**src/rtl/boot_loader_pkg.sv**
```systemverilog
// Shared types and header layout for the boot loader.
package boot_loader_pkg;

    typedef enum logic [2:0] {
        HDR   = 3'd0,
        LOAD  = 3'd1,
        CHECK = 3'd2,
        RUN   = 3'd3,
        ERROR = 3'd4
    } state_t;

    localparam int HDR_BASE_MSB = 15;
    localparam int HDR_BASE_LSB = 8;
    localparam int HDR_LEN_MSB  = 7;
    localparam int HDR_LEN_LSB  = 0;

    // The loader accepts stream words only while an image is being received.
    function automatic logic isLoaderState(input state_t s);
        return (s == HDR) || (s == LOAD) || (s == CHECK);
    endfunction

endpackage

```
**src/rtl/ram_port_mux.sv**
```systemverilog
// Selects which side owns the blram port: the loader write register or the core.
module ram_port_mux #(
    parameter int SIZE  = 8,
    parameter int WIDTH = 16
) (
    input  logic             runMode,
    input  logic             ldWrEn,
    input  logic [SIZE-1:0]  ldAddr,
    input  logic [WIDTH-1:0] ldData,
    input  logic             cpuWrEn,
    input  logic [SIZE-1:0]  cpuAddr,
    input  logic [WIDTH-1:0] cpuData,
    output logic             wrEn,
    output logic [SIZE-1:0]  addr,
    output logic [WIDTH-1:0] data
);

    assign wrEn = runMode ? cpuWrEn : ldWrEn;
    assign addr = runMode ? cpuAddr : ldAddr;
    assign data = runMode ? cpuData : ldData;

endmodule

```
**src/rtl/boot_loader.sv**
```systemverilog
// Streams a checksummed program image into blram while holding TinyMIPS in
// reset, then releases the core and hands it the RAM port.
module boot_loader
    import boot_loader_pkg::*;
#(
    parameter int SIZE  = 8,
    parameter int WIDTH = 16
) (
    input  logic             clk,
    input  logic             rst,
    input  logic [WIDTH-1:0] in_data,
    input  logic             in_valid,
    output logic             in_ready,
    input  logic             load_req,
    input  logic             cpu_wrEn,
    input  logic [SIZE-1:0]  cpu_addr,
    input  logic [WIDTH-1:0] cpu_data,
    output logic             wrEn,
    output logic [SIZE-1:0]  addr_toRAM,
    output logic [WIDTH-1:0] data_toRAM,
    output logic             cpu_rst,
    output logic             busy,
    output logic             err,
    output logic [7:0]       words_loaded
);

    state_t           state;
    logic [SIZE-1:0]  baseAddr;
    logic [7:0]       imgLen;
    logic [7:0]       wordCnt;
    logic [WIDTH-1:0] checksumAcc;
    logic             ldWrEn;
    logic [SIZE-1:0]  ldAddr;
    logic [WIDTH-1:0] ldData;
    logic             transfer;

    assign in_ready     = isLoaderState(state);
    assign transfer     = in_valid & in_ready;
    assign busy         = in_ready;
    assign err          = (state == ERROR);
    assign cpu_rst      = (state != RUN);
    assign words_loaded = wordCnt;

    always_ff @(posedge clk or negedge rst) begin
        if (!rst) begin
            state       <= HDR;
            baseAddr    <= '0;
            imgLen      <= '0;
            wordCnt     <= '0;
            checksumAcc <= '0;
            ldWrEn      <= 1'b0;
            ldAddr      <= '0;
            ldData      <= '0;
        end else begin
            // NOTE: non-blocking default makes the write a one-cycle pulse;
            // any branch below that issues a write simply overrides it.
            ldWrEn <= 1'b0;
            case (state)
                HDR: if (transfer) begin
                    baseAddr    <= in_data[HDR_BASE_MSB:HDR_BASE_LSB];
                    imgLen      <= in_data[HDR_LEN_MSB:HDR_LEN_LSB];
                    wordCnt     <= '0;
                    checksumAcc <= '0;
                    state       <= (in_data[HDR_LEN_MSB:HDR_LEN_LSB] == '0) ? CHECK : LOAD;
                end
                LOAD: if (transfer) begin
                    ldWrEn      <= 1'b1;
                    ldAddr      <= baseAddr + wordCnt;
                    ldData      <= in_data;
                    checksumAcc <= checksumAcc + in_data;
                    wordCnt     <= wordCnt + 8'd1;
                    if (wordCnt == imgLen - 8'd1) state <= CHECK;
                end
                CHECK: if (transfer) begin
                    state <= (in_data == checksumAcc) ? RUN : ERROR;
                end
                RUN, ERROR: if (load_req) state <= HDR;
                default: state <= HDR;
            endcase
        end
    end

    ram_port_mux #(
        .SIZE  (SIZE),
        .WIDTH (WIDTH)
    ) u_ram_port_mux (
        .runMode (state == RUN),
        .ldWrEn  (ldWrEn),
        .ldAddr  (ldAddr),
        .ldData  (ldData),
        .cpuWrEn (cpu_wrEn),
        .cpuAddr (cpu_addr),
        .cpuData (cpu_data),
        .wrEn    (wrEn),
        .addr    (addr_toRAM),
        .data    (data_toRAM)
    );

endmodule
```
**config.mk**
```make
export PLATFORM = sky130hd
export DESIGN_NAME = boot_loader
export DESIGN_NICKNAME = d
export VERILOG_FILES = /design/src/rtl/boot_loader_pkg.sv /design/src/rtl/ram_port_mux.sv /design/src/rtl/boot_loader.sv
export SDC_FILE = /design/constraint.sdc
export NUM_CORES = 1
export LEC_CHECK = 0
export CORE_MARGIN = 5
export CORE_UTILIZATION = 57
export CTS_CLUSTER_DIAMETER = 100
export DETAILED_ROUTE_END_ITERATION = 8
export GPL_TIMING_DRIVEN = 0
export PLACE_DENSITY = 0.86
export SLEW_MARGIN = 15
export SYNTH_ARGS = -nofsm -noshare
export SYNTH_HDL_FRONTEND = slang
export SYNTH_HIERARCHICAL = 1
export SYNTH_SLANG_ARGS = --single-unit
```
**constraint.sdc**
```tcl
create_clock -name clk -period 6.5 [get_ports clk]
set_input_delay 0.975 -clock clk [delete_from_list [all_inputs] [get_ports clk]]
set_output_delay 0.975 -clock clk [all_outputs]
set_load 0.02 [all_outputs]
```
==> impl_metrics.json <==
{
  "status": "completed",
  "final_layout_size_suffix_gt1_frac": 0.124,
  "ys_ff_latch": 68,
  "dpl_worst_slack_ns": 2.72,
  "clk_path_buf_depth": 2,
  "die-area_mm2": 0.00945,
  "vias": 3726,
  "pin_count": 82,
  "viasPerCell": 5.74,
  "crit_arrival_ns": 2.65,
  "syn_avg_cell_area_um2": 9.55,
  "drt_iter0_markers": 232,
  "period_share": 0.558,
  "async_flop_share": 1.00,
  "skew_ns": 0.00812,
  "synth_cell_types": 55,
  "path_class": "flip-flop to output pin",
  "ys_seq_area_frac": 0.392,
  "insertedDiodeCount": 0,
  "grt_setup_unrepaired": "no",
  "grt_pass1_wl_um": 18900,
  "crit_start": "state[1]",
  "cts_resized": 0,
  "drv_cap": 0,
  "endpoint": "data_toRAM[4]",
  "relSlewSlack": 0.632,
  "use_met1": 0.307,
  "finalHoldViolCount": 0,
  "rows": 31,
  "synth_area_mm2": 0.00434,
  "postRouteAntennaNets": 0,
  "dp_hpwl_um": 8660,
  "tns_ns": 0,
  "cts_setup_buffers": 0,
  "grt_use_total": 0.247,
  "fmax_ghz": 0.276,
  "gp_congestion": 0.882,
  "grt_max_degree": 38,
  "hold_class": "flip-flop to flip-flop",
  "hold_ws_ns": 0.484,
  "dr.pass1.iters": 5,
  "yosys_warnings": 6,
  "slew_violations": 0,
  "area_growth_pct": 25.6,
  "htreeDepth": 3,
  "rr_worst_depth": 8,
  "clock-root-buffer": "clkbuf_8",
  "synthTopCellsByArea": "dfrtp_1 39%, nand2_1 7.9%, ha_1 6.9%",
  "finalWirelength_um": 11500,
  "wl_per_cell_um": 17.7,
  "grt_pass1_vias": 3789,
  "r2r_slack_ns": 3.93,
  "ys.flop_type": "dfrtp_1",
  "portBuffers": 80,
  "synth_top_area_cell": "dfrtp_1",
  "cts_tree": "done",
  "clk_pin_slew_ns": 0.07,
  "die-height_um": 97.2,
  "placedInstanceArea_mm2": 0.00528,
  "antenna_found_initial": 0,
  "tightest_slew_ns": 0.552,
  "die_width_um": 97.2,
  "drc": 0,
  "synth-edff-count": 0,
  "r2r-end": "checksumAcc[15]",
  "start_util": 0.592,
  "fin_area_mm2": 0.00545,
  "cts_buffers": 9,
  "r2r_start": "checksumAcc[6]",
  "clk_latency_ns": 0.34,
  "met2_usage": 0.432,
  "crit_required_ns": 5.52,
  "fin_crit_ns": 3.63,
  "setup.worst_path.end_class": "output pin",
  "power_density_mw_per_mm2": 475,
  "synth_top_area_frac": 0.392,
  "fillers": 505,
  "clkSinkCount": 68,
  "setup_violations": 0,
  "setup_ws_ns": 2.87,
  "core_mm2": 0.00733,
  "top_usage_layer": "met2",
  "peakVddDrop_mv": 0.282,
  "p_leak_nw": 2.44,
  "synth_nets": 525,
  "cp_max_fo": 10,
  "met3_usage": 0.0617,
  "holdBufCountCts": 0,
  "layout.nets": 617,
  "cp-start-kind": "flip-flop",
  "overflow": 0,
  "stdcell_count": 649,
  "syn_inst": 454,
  "placed_cells": 634
}
-- cell usage after synthesis, drive strengths merged (3+ instances only) --
master and n:
nand2 91, dfrtp 68, mux2 38, o21ai 36
ha 24, nor2 20, xor2 20, a21oi 17
xnor2 15, clkbuf 14, nand3 14, a21o 10
inv 10, nor3 10, buf 7, nand2b 6
nor4 6, nor2b 4, a22o 3, o31ai 3
or2 3, or4 3
-- stage by stage --
stage / utilization / total power [mW]
floorplan: - / 1.80
global placement: 0.718 / 2.19
detailed placement: 0.720 / 2.26
global route: 0.743 / 2.78
finish: 0.743 / 2.59
CTS: 0.743 / 2.59
-- worst min path at each step --
stage | from | endpoint | slack, ns | cells past startpoint
floorplan | ldData[13] | ldData[13] | 0.44 | 2
global placement | checksumAcc[0] | checksumAcc[0] | 0.46 | 2
detailed placement | ldData[6] | ldData[6] | 0.47 | 2
CTS | ldData[6] | ldData[6] | 0.49 | 2
global route | ldData[13] | ldData[13] | 0.51 | 2
finish | checksumAcc[0] | checksumAcc[0] | 0.48 | 2
-- layout by cell type, fill, tap and decap left out, drive strengths merged, types with 2 or more instances in the layout --
| master | instances |
|---|---|
| o31ai | 3 |
| ha | 24 |
| nand4 | 2 |
| o21ai | 36 |
| nand2b | 6 |
| mux2 | 38 |
| xnor2 | 15 |
| o21a | 2 |
| o22ai | 2 |
| o22a | 2 |
| nor4 | 6 |
| nand2 | 91 |
| inv | 10 |
| a22o | 3 |
| nand3 | 14 |
| clkinv | 4 |
| clkdlybuf4s50 | 79 |
| buf | 9 |
| a21oi | 17 |
| nor2 | 20 |
| dfrtp | 68 |
| or2 | 3 |
| a211o | 2 |
| nor3 | 10 |
| clkbuf | 25 |
| a21o | 10 |
| xor2 | 20 |
| or4 | 3 |
| mux2i | 2 |
| fa | 2 |
| nor2b | 4 |
-- registers in the layout, indices dropped and copies added, names as in the netlist --
signal / flops
state: 3
checksumAcc: 16
ldWrEn: 1
imgLen: 8
baseAddr: 8
words_loaded: 8
ldAddr: 8
ldData: 16
-- area by class of cell --
class	instances	area [µm²]	share of cell area
clock buffers	11	141	0.0260
repair buffers	81	818	0.150
clock inverters	4	26.3	0.00482
plain buffers	21	125	0.0230
well taps	99	124	0.0227
flip-flops and latches	68	1700	0.312
multi-input cells	354	2470	0.453
inverters	11	41.3	0.00758
-- cells by family after synthesis --
kind of cell | count (synthesis) | share of synthesized area
multiplexers | 40 | 0.121
flip-flops | 68 | 0.392
adder cells (fa/ha/maj) | 26 | 0.0785
AO/OA/AOI/OAI | 90 | 0.132
XOR/XNOR | 35 | 0.0707
AND/OR/NAND/NOR | 163 | 0.167
buffers and inverters | 32 | 0.0384
-- metal layers --
layer | vias to the layer above | share of wire
met5 | - | 0
met4 | 0 | 0.015
met3 | 22 | 0.065
met2 | 131 | 0.51
met1 | 1796 | 0.41
li1 | 1777 | -
-- critical path, stage by stage (launching register included) --
cell             delay [ns]
dfrtp_1                0.33
clkbuf_1               0.31
nand2_1                0.11
or2_2                  0.30
inv_1                  0.07
buf_6                  0.16
buf_12                 0.16
mux2_4                 0.30
clkdlybuf4s50_1        0.55
-- power breakdown --
group	total [mW]	internal [mW]	switching, mW
Sequential	0.770	0.614	0.156
Clock	0.307	0.146	0.161
Combinational	1.51	0.729	0.784
No activity file was read; power rests on OpenSTA's default activity.
